--- src/rtl/branch_pending_tracker.sv ---
// branch_pending_tracker
//
// Tracks conditional branches from fetch until in-order resolution.
// Each fetch group is filtered to the branches that can actually be
// reached under prediction. Those branches are packed into 9-bit
// {hash, predTaken} global-history entries for the GHR stage, and their
// predicted directions are pushed into a circular FIFO of in-flight
// branches. When a resolution disagrees with the FIFO head, the block
// emits a recovery command (passBNum = 7) and flushes the FIFO.
//
// Ports:
//   fire              clock, rising edge
//   rst               synchronous active-low reset
//   i_fetchValid      a fetch group is present this cycle
//   i_brMask_4        per-slot "is a B instruction"; slot 0 is oldest
//   i_predTaken_4     per-slot predicted direction
//   i_pcHash_32       per-slot 8-bit PC hash, slot s at [8s+7:8s]
//   i_resValid        the oldest pending branch resolves this cycle
//   i_resTaken        actual direction of that branch
//   o_newPendingB_8   pending count, or recovery depth when passBNum = 7
//   o_passBNum_3      number of entries to shift in (0..SLOTS), 7 = recover
//   o_newGHREntry_36  packed entries, youngest accepted branch at [8:0]
//   o_stall           previous group was rejected; fetch must replay it
//   o_redirect        one-cycle mispredict pulse
// All outputs are registered (one fire cycle of latency).

module branch_pending_tracker #(
  parameter int unsigned DEPTH = 20,
  parameter int unsigned SLOTS = 4
) (
  input  logic                 fire,
  input  logic                 rst,
  input  logic                 i_fetchValid,
  input  logic [SLOTS-1:0]     i_brMask_4,
  input  logic [SLOTS-1:0]     i_predTaken_4,
  input  logic [8*SLOTS-1:0]   i_pcHash_32,
  input  logic                 i_resValid,
  input  logic                 i_resTaken,
  output logic [7:0]           o_newPendingB_8,
  output logic [2:0]           o_passBNum_3,
  output logic [9*SLOTS-1:0]   o_newGHREntry_36,
  output logic                 o_stall,
  output logic                 o_redirect
);

  localparam int unsigned CntW = $clog2(DEPTH + 1);
  localparam int unsigned PtrW = $clog2(DEPTH);
  localparam int unsigned EntW = 9 * SLOTS;

  localparam logic [2:0] PassRecover = 3'd7;

  // Circular pointer advance, wrapping DEPTH-1 -> 0.
  function automatic logic [PtrW-1:0] ptrAdd(input logic [PtrW-1:0] ptr,
                                             input logic [2:0]      n);
    int unsigned sum;
    sum = 32'(ptr) + 32'(n);
    if (sum >= DEPTH) sum = sum - DEPTH;
    return PtrW'(sum);
  endfunction

  // State
  logic [DEPTH-1:0] fifoQ, fifoD;
  logic [PtrW-1:0]  rdPtrQ, rdPtrD;
  logic [PtrW-1:0]  wrPtrQ, wrPtrD;
  logic [CntW-1:0]  countQ, countD;

  // Registered outputs
  logic [7:0]       pendQ, pendD;
  logic [2:0]       passQ, passD;
  logic [EntW-1:0]  entryQ, entryD;
  logic             stallQ, stallD;
  logic             redirectQ, redirectD;

  // Group filter
  logic [SLOTS-1:0] accMask;
  logic [2:0]       kCnt;
  logic [EntW-1:0]  groupEntry;
  logic             seenTaken;

  // Resolution / accept
  logic             resActive;
  logic             popOk;
  logic             mispredict;
  logic [CntW-1:0]  afterPop;
  logic [CntW:0]    net;
  logic             accept;
  logic [2:0]       wrIdx;

  // Accept mask slots in program order up to and including the first
  // predicted-taken branch. Each accepted entry is shifted in at the bottom,
  // so the youngest lands in field 0 and the oldest in field k-1.
  always_comb begin
    accMask    = '0;
    kCnt       = '0;
    groupEntry = '0;
    seenTaken  = 1'b0;
    for (int s = 0; s < SLOTS; s++) begin
      if (i_fetchValid && i_brMask_4[s] && !seenTaken) begin
        accMask[s] = 1'b1;
        kCnt       = kCnt + 3'd1;
        groupEntry = {groupEntry[EntW-10:0], i_pcHash_32[8*s +: 8], i_predTaken_4[s]};
        if (i_predTaken_4[s]) seenTaken = 1'b1;
      end
    end
  end

  always_comb begin
    resActive  = i_resValid && (countQ != '0);
    popOk      = resActive && (i_resTaken == fifoQ[rdPtrQ]);
    mispredict = resActive && !popOk;
    afterPop   = countQ - CntW'(popOk);
    net        = {1'b0, afterPop} + (CntW+1)'(kCnt);
    accept     = (net <= (CntW+1)'(DEPTH));
  end

  always_comb begin
    fifoD     = fifoQ;
    rdPtrD    = rdPtrQ;
    wrPtrD    = wrPtrQ;
    countD    = countQ;
    pendD     = 8'(countQ);
    passD     = '0;
    entryD    = '0;
    stallD    = 1'b0;
    redirectD = 1'b0;
    wrIdx     = '0;

    if (mispredict) begin
      // Depth reported is the pre-flush count so the GHR stage can unwind
      // back past the mispredicted (oldest) branch; the group is dropped.
      rdPtrD    = '0;
      wrPtrD    = '0;
      countD    = '0;
      pendD     = 8'(countQ);
      passD     = PassRecover;
      redirectD = 1'b1;
    end else begin
      if (popOk) rdPtrD = ptrAdd(rdPtrQ, 3'd1);
      if (accept) begin
        for (int s = 0; s < SLOTS; s++) begin
          if (accMask[s]) begin
            fifoD[ptrAdd(wrPtrQ, wrIdx)] = i_predTaken_4[s];
            wrIdx = wrIdx + 3'd1;
          end
        end
        wrPtrD = ptrAdd(wrPtrQ, kCnt);
        countD = net[CntW-1:0];
        pendD  = 8'(net);
        passD  = kCnt;
        entryD = groupEntry;
      end else begin
        // Overflow: the pop still happens, the group is rejected whole.
        countD = afterPop;
        pendD  = 8'(afterPop);
        stallD = 1'b1;
      end
    end
  end

  always_ff @(posedge fire) begin
    if (!rst) begin
      fifoQ     <= '0;
      rdPtrQ    <= '0;
      wrPtrQ    <= '0;
      countQ    <= '0;
      pendQ     <= '0;
      passQ     <= '0;
      entryQ    <= '0;
      stallQ    <= 1'b0;
      redirectQ <= 1'b0;
    end else begin
      fifoQ     <= fifoD;
      rdPtrQ    <= rdPtrD;
      wrPtrQ    <= wrPtrD;
      countQ    <= countD;
      pendQ     <= pendD;
      passQ     <= passD;
      entryQ    <= entryD;
      stallQ    <= stallD;
      redirectQ <= redirectD;
    end
  end

  assign o_newPendingB_8  = pendQ;
  assign o_passBNum_3     = passQ;
  assign o_newGHREntry_36 = entryQ;
  assign o_stall          = stallQ;
  assign o_redirect       = redirectQ;

endmodule

--- config.mk ---
export PLATFORM = sky130hd
export DESIGN_NAME = branch_pending_tracker
export DESIGN_NICKNAME = d
export VERILOG_FILES = /design/src/rtl/branch_pending_tracker.sv
export SDC_FILE = /design/constraint.sdc
export NUM_CORES = 1
export LEC_CHECK = 0
export BUFFER_PORTS_ARGS = -buffer_cell sky130_fd_sc_hd__buf_2
export CELL_PAD_IN_SITES_DETAIL_PLACEMENT = 2
export CELL_PAD_IN_SITES_GLOBAL_PLACEMENT = 2
export CORE_ASPECT_RATIO = 0.5
export CORE_MARGIN = 10
export CORE_UTILIZATION = 30
export CTS_BUF_LIST = sky130_fd_sc_hd__clkbuf_8
export DETAILED_ROUTE_END_ITERATION = 6
export PLACE_DENSITY = 0.81
export SYNTH_ARGS = -nofsm -noshare
export SYNTH_HDL_FRONTEND = slang
export SYNTH_SLANG_ARGS = --single-unit
export TNS_END_PERCENT = 10
--- constraint.sdc ---
create_clock -name fire -period 6.04 [get_ports fire]
set_input_delay 0.604 -clock fire [delete_from_list [all_inputs] [get_ports fire]]
set_output_delay 0.604 -clock fire [all_outputs]
set_load 0.05 [all_outputs]
==> summary.txt, run 1 <==
Worst-path clk slew - 0.08 ns
Die Ht - 124.6 um
Synth top area share - 0.2501
# port buffers - 91
Worst path bufs/invs - 2
Clock power share - 0.182
Largest cells by area after synthesis - dfxtp_1 25%, ha_1 6.3%, a21oi_1 6.1%, nor2_1 5.8%, mux2i_1 4.4%
Worst path slowest cell - xor2_1
DRT iter0 DRCs - 439
Final cycle utilization of the critical path - 0.9091
CTS tree - built
Crit path cell chain - buf_2 > nand2_1 > and3_1 > inv_1 > ha_1 > xnor2_1 > ha_1 > fa_1 > xor2_1 > ha_1 > or3b_2 > a21oi_1 > o32a_1 > o211ai_1 > nand3b_1 > o32ai_1 > nor2_1 > o31ai_1
Antenna violations before repair - 3
Post-synthesis xor/xnor area fraction - 0.02936
Synth warn - 0
Max Fclk - 182.1 MHz
Die area - 0.02856 sq mm
All-Layer GR Usage - 0.1939
Adder-cell share of the synthesized area - 0.07358
Final Non-Filler Cells - 1237
First-pass GRT wire length - 44380 um
Worst hold path class - in2reg
Relative slew slack - 0.3825
Pint - 1.262 mW
Via count of the routed design - 7153
Delay-heaviest family, CP - simple AND/OR/NAND/NOR gates
Root Driver - clkbuf_8
Switching power - 1.225 mW
Status - complete, no violations
RSZ-0062 raised after global routing - no
Post-synthesis cell count - 868
Routability congestion estimate - 0.9167
Seq/Total Area, Yosys - 0.2501
Worst-margin pin slew - 0.9191 ns
Post-synthesis mux area share - 0.06481
Area growth from synthesis to layout - 13.92%
Most common cell in the netlist - nor2_1
Setup Fix Bufs, Post-CTS - 0
Type of origin of the critical path - primary input
Sink Count - 82
Clk_skew - 0.008074 ns
Number of synthesized flops with an enable pin - 0
TritonCTS buffer count - 9
Seq pwr share - 0.286
Largest net degree at the start of global routing - 42
Site row count - 38
Critical path arrival - 5.81 ns
VDD IR-drop max - 150.7 uV
Design Area, Final - 0.007477 sq mm
Seq cells post-synth - 82
Max incr delay on CP - 0.49 ns
Mapped Area - 0.006564 sq mm
Pre-antenna DRT Iters - 5
H-tree depth - 3
Compound-Gate Fraction of Synth Area - 0.2751
Final hold violations - 0
Slew Viols, Final - 0
Post-synthesis area per instance - 7.562 sq um
Area after DPL - 0.007253 sq mm
Simple-Gate Fraction of Synth Area - 0.2512
Cts repair resizes - 0
Synth top cells by count - 101 x nor2_1, 82 x dfxtp_1, 80 x a21oi_1
Ys async rst share - 0
Drt drc - 0
Nets - 1010
Main combinational cell family by area after synthesis - compound AO/OA/AOI/OAI gates
Total negative setup slack - 0 ns
Static leakage - 2.968 nW
Avg WL per Cell - 22.91 um
Hold Buf Count CTS - 0
DIE WIDTH - 229.2 um
Starting Density - 0.3041
Data required, critical path - 6.36 ns
Synth Flop Type - dfxtp_1
Logic pwr share - 0.532
Endpoint class of the critical path - register
Cell taking the most area after synthesis - dfxtp_1
Maxcap violations - 0
Detailed Route WL - 28340 um
Antenna-violating nets left - 0
Post-DP HPWL - 21880 um
Sw Share - 0.4926
Fraction of layout cells with a size suffix above 1 - 0.1542
Endpoints failing setup - 0
Core box area - 0.02159 sq mm
GRT Residual Overflow - 0
IO Count - 94
Detail-routed via count per cell - 5.783
Placed cell count - 1218
Min Clock Period, post-route - 5.491 ns
Worst-Skew Late Latency - 0.41 ns
Power per cell area - 332.7 mW/mm^2
Synth cell types - 77
Critical path fanouts, max - 24
CP most frequent cell - ha_1
CTS max path bufs - 2
Kind of critical path - in2reg
Vias in the first global route - 7578
-- tightest hold or removal path, stage by stage --
cell and delay (ns):
buf_2 0.07, a21oi_1 0.05, nor2_1 0.07
-- metrics by stage --
step                      setup slack (ns)  hold slack, ns  power, mW  utilization
after floorplan                      1.156          0.4505      1.626            -
after global placement              0.3815          0.4835      1.969       0.3360
after detailed placement           0.09483          0.5002      2.031       0.3360
after CTS                           0.5114          0.4210      2.494       0.3460
after global routing                0.1253          0.4327      2.661       0.3462
final                               0.5487          0.4299      2.487       0.3464
-- registers in the layout (all words and copies together), names as in the netlist --
| signal | count |
|---|---|
| o_newPendingB_8 | 6 |
| wrPtrQ | 5 |
| rdPtrQ | 5 |
| fifoQ | 20 |
| o_redirect | 1 |
| countQ | 5 |
| o_passBNum_3 | 3 |
| o_newGHREntry_36 | 36 |
| o_stall | 1 |
-- cell type report --
cell class              count  area, sq um
fillers                  2570        14110
multi-input cells         707         4578
flip-flops and latches     82         1642
repair buffers            107        575.6
well taps                 300        375.4
clock buffers              13        178.9
inverters                  22        82.58
clock inverters             3        37.54
diodes                      3        7.507
-- placed cells by master (no fill, tap or decap), drive strengths merged, types with 10 or more instances in the layout --
| master | count |
|---|---|
| a211oi | 28 |
| a21oi | 80 |
| a22oi | 11 |
| a32o | 14 |
| and2 | 10 |
| and3 | 19 |
| buf | 107 |
| clkbuf | 13 |
| dfxtp | 82 |
| ha | 33 |
| inv | 23 |
| mux2 | 10 |
| mux2i | 29 |
| nand2 | 62 |
| nand3 | 41 |
| nor2 | 101 |
| nor2b | 12 |
| nor3 | 28 |
| o211ai | 22 |
| o21ai | 47 |
| o221ai | 13 |
| o31ai | 10 |
| or3 | 22 |
| xnor2 | 15 |
-- per-layer routing --
| layer | vias up | track usage | wire (um) |
|---|---|---|---|
| li1 | 3333 | - | - |
| met1 | 3623 | 0.2358 | 12730 |
| met2 | 159 | 0.3310 | 13490 |
| met3 | 38 | 0.04502 | 1398 |
| met4 | 0 | 0.06427 | 715 |
| met5 | - | 0 | 0 |
-- power by group through the flow --
stage	Sequential, mW	Clock (mW)	Combinational [mW]
after global placement	0.717	0	1.25
after CTS	0.711	0.464	1.32
final	0.711	0.453	1.32
after detailed placement	0.722	0	1.31
after global routing	0.723	0.487	1.45
after floorplan	0.791	0	0.835
-- cell families (layout without fill, tap and decap cells) --
family                   Yosys count  after routing
adder cells (fa/ha/maj)           37             37
multiplexers                      40             40
XOR/XNOR                          22             22
other                              1              9
AO/OA/AOI/OAI                    269            269
flip-flops                        82             82
AND/OR/NAND/NOR                  333            333
buffers and inverters             84            145
-- final timing paths --
kind	start	end	slack, ns	cells past startpoint
hold / removal	i_pcHash_32[28]	o_newGHREntry_36[5]	0.43	3
setup reg to reg	rdPtrQ[0]	fifoQ[3]	0.63	19
setup / recovery	i_predTaken_4[0]	fifoQ[14]	0.55	18
hold reg to reg	fifoQ[16]	fifoQ[16]	0.51	2
No activity file was read; power rests on OpenSTA's default activity.
==> inputs of run 2 (changes only) <==
--- a/config.mk
+++ b/config.mk
@@ -13,7 +13,7 @@
 export CORE_UTILIZATION = 30
 export CTS_BUF_LIST = sky130_fd_sc_hd__clkbuf_8
 export DETAILED_ROUTE_END_ITERATION = 6
-export PLACE_DENSITY = 0.81
+export PLACE_DENSITY_LB_ADDON = 0.08
 export SYNTH_ARGS = -nofsm -noshare
 export SYNTH_HDL_FRONTEND = slang
 export SYNTH_SLANG_ARGS = --single-unit
==> run 2 against run 1 <==
  * Wire length fell by 3.3%
  * Cell count rose by 0.16%
  * Non-clock buffer count did not move
  * Hold slack got worse by 0.0022 ns
  * Sequential share of layout area barely moved
  * Via count fell by 2.9%
  * Largest cell class unchanged
==> summary.txt, run 2 (synthesis results as in run 1) <==
RSZ-0062 raised after global routing - no
All-Layer GR Usage - 0.1896
Fillers - 2601
Area growth from synthesis to layout - 14.05%
Via count of the routed design - 6944
Avg WL per Cell - 22.10 um
Power per cell area - 329.6 mW/mm^2
Max Fclk - 187.1 MHz
Clk_skew - 0.01918 ns
Crit path cell chain - mux4_2 > nand3_1 > nand3_1 > xnor2_1 > nor2b_1 > ha_1 > or3b_1 > nand2_1 > ha_1 > xnor2_1 > a22oi_1 > o32ai_1 > a32oi_2 > nand4_2 > or3_1 > nor2_1
Kind of critical path - reg2reg
Antenna-violating nets left - 0
Worst-path clk slew - 0.09 ns
Endpoints failing setup - 0
Site row count - 38
Slew Viols, Final - 0
Post-DP HPWL - 21230 um
Setup Fix Bufs, Post-CTS - 0
Critical path fanouts, max - 13
DIE WIDTH - 229.2 um
Root Driver - clkbuf_8
Detailed Route WL - 27390 um
Type of origin of the critical path - register
CTS max path bufs - 2
Nets - 1010
Worst-margin pin slew - 0.9273 ns
Relative slew slack - 0.3810
Sink Count - 82
First-pass GRT wire length - 43290 um
Drt drc - 0
GRT Residual Overflow - 0
Antenna violations before repair - 6
Worst hold path class - in2reg
Max incr delay on CP - 0.64 ns
DRT iter0 DRCs - 441
Worst-Skew Late Latency - 0.41 ns
Most frequent cells in the layout - 101 x nor2_1, 91 x buf_2, 82 x dfxtp_1
Vias in the first global route - 7365
Total negative setup slack - 0 ns
Commonest non-fill, non-tap cell in the layout - nor2_1
H-tree depth - 3
Routability congestion estimate - 0.8467
Static leakage - 2.954 nW
Die area - 0.02856 sq mm
Data required, critical path - 6.39 ns
TritonCTS buffer count - 9
Final cycle utilization of the critical path - 0.8848
WHS Path Cells - 3
Worst Reg2Reg Path Length in Cells - 16
CTS tree - built
IO Count - 94
Final hold violations - 0
Min Clock Period, post-route - 5.344 ns
Fraction of layout cells with a size suffix above 1 - 0.1563
# port buffers - 91
VDD IR-drop max - 130.5 uV
Starting Density - 0.3041
Max reg flops - 36
Status - complete, no violations
Core box area - 0.02159 sq mm
Worst path slowest cell - dfxtp_1
Fin util - 0.3468
Die Ht - 124.6 um
Critical path arrival - 5.69 ns
Endpoint class of the critical path - register
Detail-routed via count per cell - 5.605
Pre-antenna DRT Iters - 4
Largest net degree at the start of global routing - 42
Maxcap violations - 0
run 2: per-stage QoR:
stage               hold WS, ns  power (mW)  cells  worst slack [ns]  area, sq um
CTS                      0.3973       2.487   1234            0.4670         7468
global placement         0.4866       2.013   1218            0.5982         7266
finish                   0.4276       2.467   1239            0.6959         7486
floorplan                0.4505       1.626    873             1.156         6583
global route             0.4191       2.657   1236            0.1411         7478
detailed placement       0.4914       2.039   1218            0.2941         7266
run 2: report_power, final:
part | switching (mW) | total [mW] | internal (mW) | leakage, nW
sequential | 0.109 | 0.722 | 0.613 | 0.667
combinational | 0.894 | 1.31 | 0.418 | 2.19
clock | 0.232 | 0.434 | 0.202 | 0.0964
run 2: worst paths after layout:
path	startpoint	end	slack [ns]
setup / recovery	rdPtrQ[0]	o_newGHREntry_36[28]	0.70
hold reg to reg	fifoQ[12]	fifoQ[12]	0.50
setup reg to reg	rdPtrQ[0]	o_newGHREntry_36[28]	0.70
hold / removal	i_pcHash_32[24]	o_newGHREntry_36[1]	0.43
run 2: cell type report:
type                       count  area [sq um]  share of cell area
multi-input combinational    707          4583              0.6122
sequential                    82          1642              0.2193
timing repair buffer         107         588.1             0.07856
tap                          300         375.4             0.05014
clock buffer                  10         137.6             0.01839
inverter                      22         82.58             0.01103
clock inverter                 6         65.06            0.008691
antenna                        5         12.51            0.001671
run 2: what timing repair did:
| item | 4_1_cts | 5_1_grt |
|---|---|---|
| resized for setup | 0 | 1 |
| setup endpoints to repair | 0 | 8 |
| hold buffers | 0 | 0 |
| endpoints found under the hold margin | 0 | 0 |
run 2: per-layer routing:
metal | GRT usage | vias up | part of all wire | wire (um)
met4 | 0.03949 | 4 | 0.013 | 348
met5 | 0 | - | 0.00088 | 24
li1 | - | 3342 | - | -
met3 | 0.05593 | 30 | 0.061 | 1665
met1 | 0.2476 | 3425 | 0.48 | 13090
met2 | 0.3031 | 143 | 0.45 | 12260
run 2: worst max-delay path: cells and delay by family, from the launching register on:
family	cells	cell delay (ns)
xor gates and xnor gates	2	0.38
and+or+nand+nor	8	2.32
adders and majority gates	2	0.48
DFF	1	0.64
muxes	1	0.64
AOI/OAI and AO/OA	3	0.81
==> inputs of run 3 (changes only) <==
--- a/config.mk
+++ b/config.mk
@@ -13,7 +13,7 @@
 export CORE_UTILIZATION = 30
 export CTS_BUF_LIST = sky130_fd_sc_hd__clkbuf_8
 export DETAILED_ROUTE_END_ITERATION = 6
-export PLACE_DENSITY_LB_ADDON = 0.08
+export PLACE_DENSITY = 0.76
 export SYNTH_ARGS = -nofsm -noshare
 export SYNTH_HDL_FRONTEND = slang
 export SYNTH_SLANG_ARGS = --single-unit
==> run 3 against run 2 <==
  * Final area increased by 0.47%
  * Count of clock-buffer cells in the layout unchanged
  * Non-clock buffer count is 4 higher
  * First-iteration DRC count decreased by 6.1%
  * Sequential share of layout area fell by 0.10 points
  * Global-route usage up 0.36 points
  * Register-to-register slack worse by 0.18 ns
  * Via count increased by 1.7%
  * Total power rose by 1.7%
  * Wire length is 2.4% higher
  * Highest routed layer unchanged
==> summary.txt, run 3 (synthesis results as in run 1) <==
Status - complete, no violations
Placed cell count - 1222
Detail-routed via count per cell - 5.689
Post-DP HPWL - 21790 um
Die area - 0.02856 sq mm
Nets - 1014
Type of origin of the critical path - register
TritonCTS buffer count - 9
Die Ht - 124.6 um
Worst R2R End - o_newGHREntry_36[35]
Worst Reg2Reg Path Length in Cells - 19
Worst path slowest cell - or3_1
Setup WS post-layout - 0.5130 ns
RSZ-0062 raised after global routing - no
Power per cell area - 333.7 mW/mm^2
Pre-antenna DRT Iters - 4
Pre-CTS WS - 0.1771 ns
Data required, critical path - 6.37 ns
Detailed Route WL - 28040 um
Vias in the first global route - 7643
Core box area - 0.02159 sq mm
Antenna-violating nets left - 0
WHS Path Cells - 3
Delay-heaviest family, CP - simple AND/OR/NAND/NOR gates
Final Non-Filler Cells - 1241
Final hold violations - 0
Static leakage - 2.989 nW
Endpoint class of the critical path - register
DIE WIDTH - 229.2 um
CTS tree - built
Area growth from synthesis to layout - 14.58%
Hold Slack - 0.4397 ns
Worst hold path class - in2reg
Final cycle utilization of the critical path - 0.9151
Site row count - 38
VDD IR-drop max - 164.5 uV
Most frequent cells in the layout - 101 x nor2_1, 91 x buf_2, 82 x dfxtp_1
Drt drc - 0
Total negative setup slack - 0 ns
Largest net degree at the start of global routing - 45
Critical path arrival - 5.86 ns
Max incr delay on CP - 0.61 ns
Sink Count - 82
Commonest non-fill, non-tap cell in the layout - nor2_1
Via count of the routed design - 7060
Antenna violations before repair - 5
Fin util - 0.3484
H-tree depth - 3
GRT Residual Overflow - 0
Relative slew slack - 0.4327
Worst-path clk slew - 0.09 ns
Endpoints failing setup - 0
CTS max path bufs - 2
Critical path fanouts, max - 13
Max Fclk - 180.9 MHz
Maxcap violations - 0
Fraction of layout cells with a size suffix above 1 - 0.1599
Worst-margin pin slew - 0.8470 ns
Worst R2R Start - rdPtrQ[0]
IO Count - 94
First-pass GRT wire length - 44500 um
Min Clock Period, post-route - 5.527 ns
Worst-Skew Late Latency - 0.40 ns
Hold Path End - o_newGHREntry_36[4]
DRT iter0 DRCs - 414
CP Launch Point - rdPtrQ[0]
Max reg flops - 36
Hold Buf Count CTS - 0
Crit path cell chain - buf_4 > mux2i_1 > a22oi_1 > nand4b_1 > nand3_1 > xnor2_1 > buf_4 > nor2b_1 > ha_1 > or3b_1 > nand2_1 > ha_1 > nor2b_1 > nor3b_2 > a31oi_1 > a32oi_2 > nand4_2 > or3_1 > nor2_1
Worst path bufs/invs - 2
R2R setup slack - 0.51 ns
Slew Viols, Final - 0
Kind of critical path - reg2reg
Root Driver - clkbuf_8
HP Start - i_pcHash_32[27]
All-Layer GR Usage - 0.1932
Starting Density - 0.3041
Avg WL per Cell - 22.59 um
Routability congestion estimate - 0.9270
# port buffers - 91
Clk_skew - 0.01815 ns
[run 3: cell count changes in the layout (fill, tap and decap cells not counted), sizes merged]
cell,previous run,this run
diode,5,3
bufinv,1,2
buf,107,111
clkinvlp,3,2
[run 3: report_power, final]
group	total (mW)	internal, mW	switching, mW
Sequential	0.684	0.613	0.0714
Clock	0.470	0.241	0.228
Combinational	1.36	0.419	0.937
[run 3: area by class of cell]
cell class / count / area (sq um)
clock inverter: 6 / 82.58
tap: 300 / 375.4
timing repair buffer: 111 / 605.6
multi-input combinational: 707 / 4588
inverter: 22 / 82.58
sequential: 82 / 1642
fill: 2613 / 14060
antenna: 3 / 7.507
clock buffer: 10 / 137.6
[run 3: timing repair]
item / CTS / global route
gates resized for setup: 0 / 2
endpoints found under the setup margin: 0 / 28
setup buffers: 0 / 0
[run 3: worst max-delay path by stage]
stage / to / slack [ns] / cells past startpoint
after detailed placement: fifoQ[3] / 0.18 / 15
after global placement: fifoQ[1] / 0.57 / 15
after CTS: fifoQ[3] / 0.28 / 18
after global routing: o_newGHREntry_36[33] / 0.02 / 19
final: o_newGHREntry_36[35] / 0.51 / 19
after floorplan: o_newGHREntry_36[28] / 1.16 / 22
[run 3: through the flow]
| step | power (mW) | area (sq um) |
|---|---|---|
| floorplan | 1.626 | 6583 |
| global placement | 1.970 | 7283 |
| detailed placement | 2.030 | 7283 |
| CTS | 2.507 | 7503 |
| global route | 2.686 | 7516 |
| finish | 2.510 | 7521 |
[run 3: worst reg2reg max path, delay by kind of cell (launching register included)]
family	cells	cell delay [ns]
flops	1	0.56
mux	1	0.21
compound gates	3	0.64
simple gates	10	3.04
fa+ha+maj	2	0.41
xor+xnor	1	0.15
buf+inv	2	0.46
[run 3: layer usage]
layer	part of all wire	track usage
met1	0.45	0.2415
met2	0.47	0.3268
met3	0.055	0.04820
met4	0.015	0.04607
met5	0.0012	0
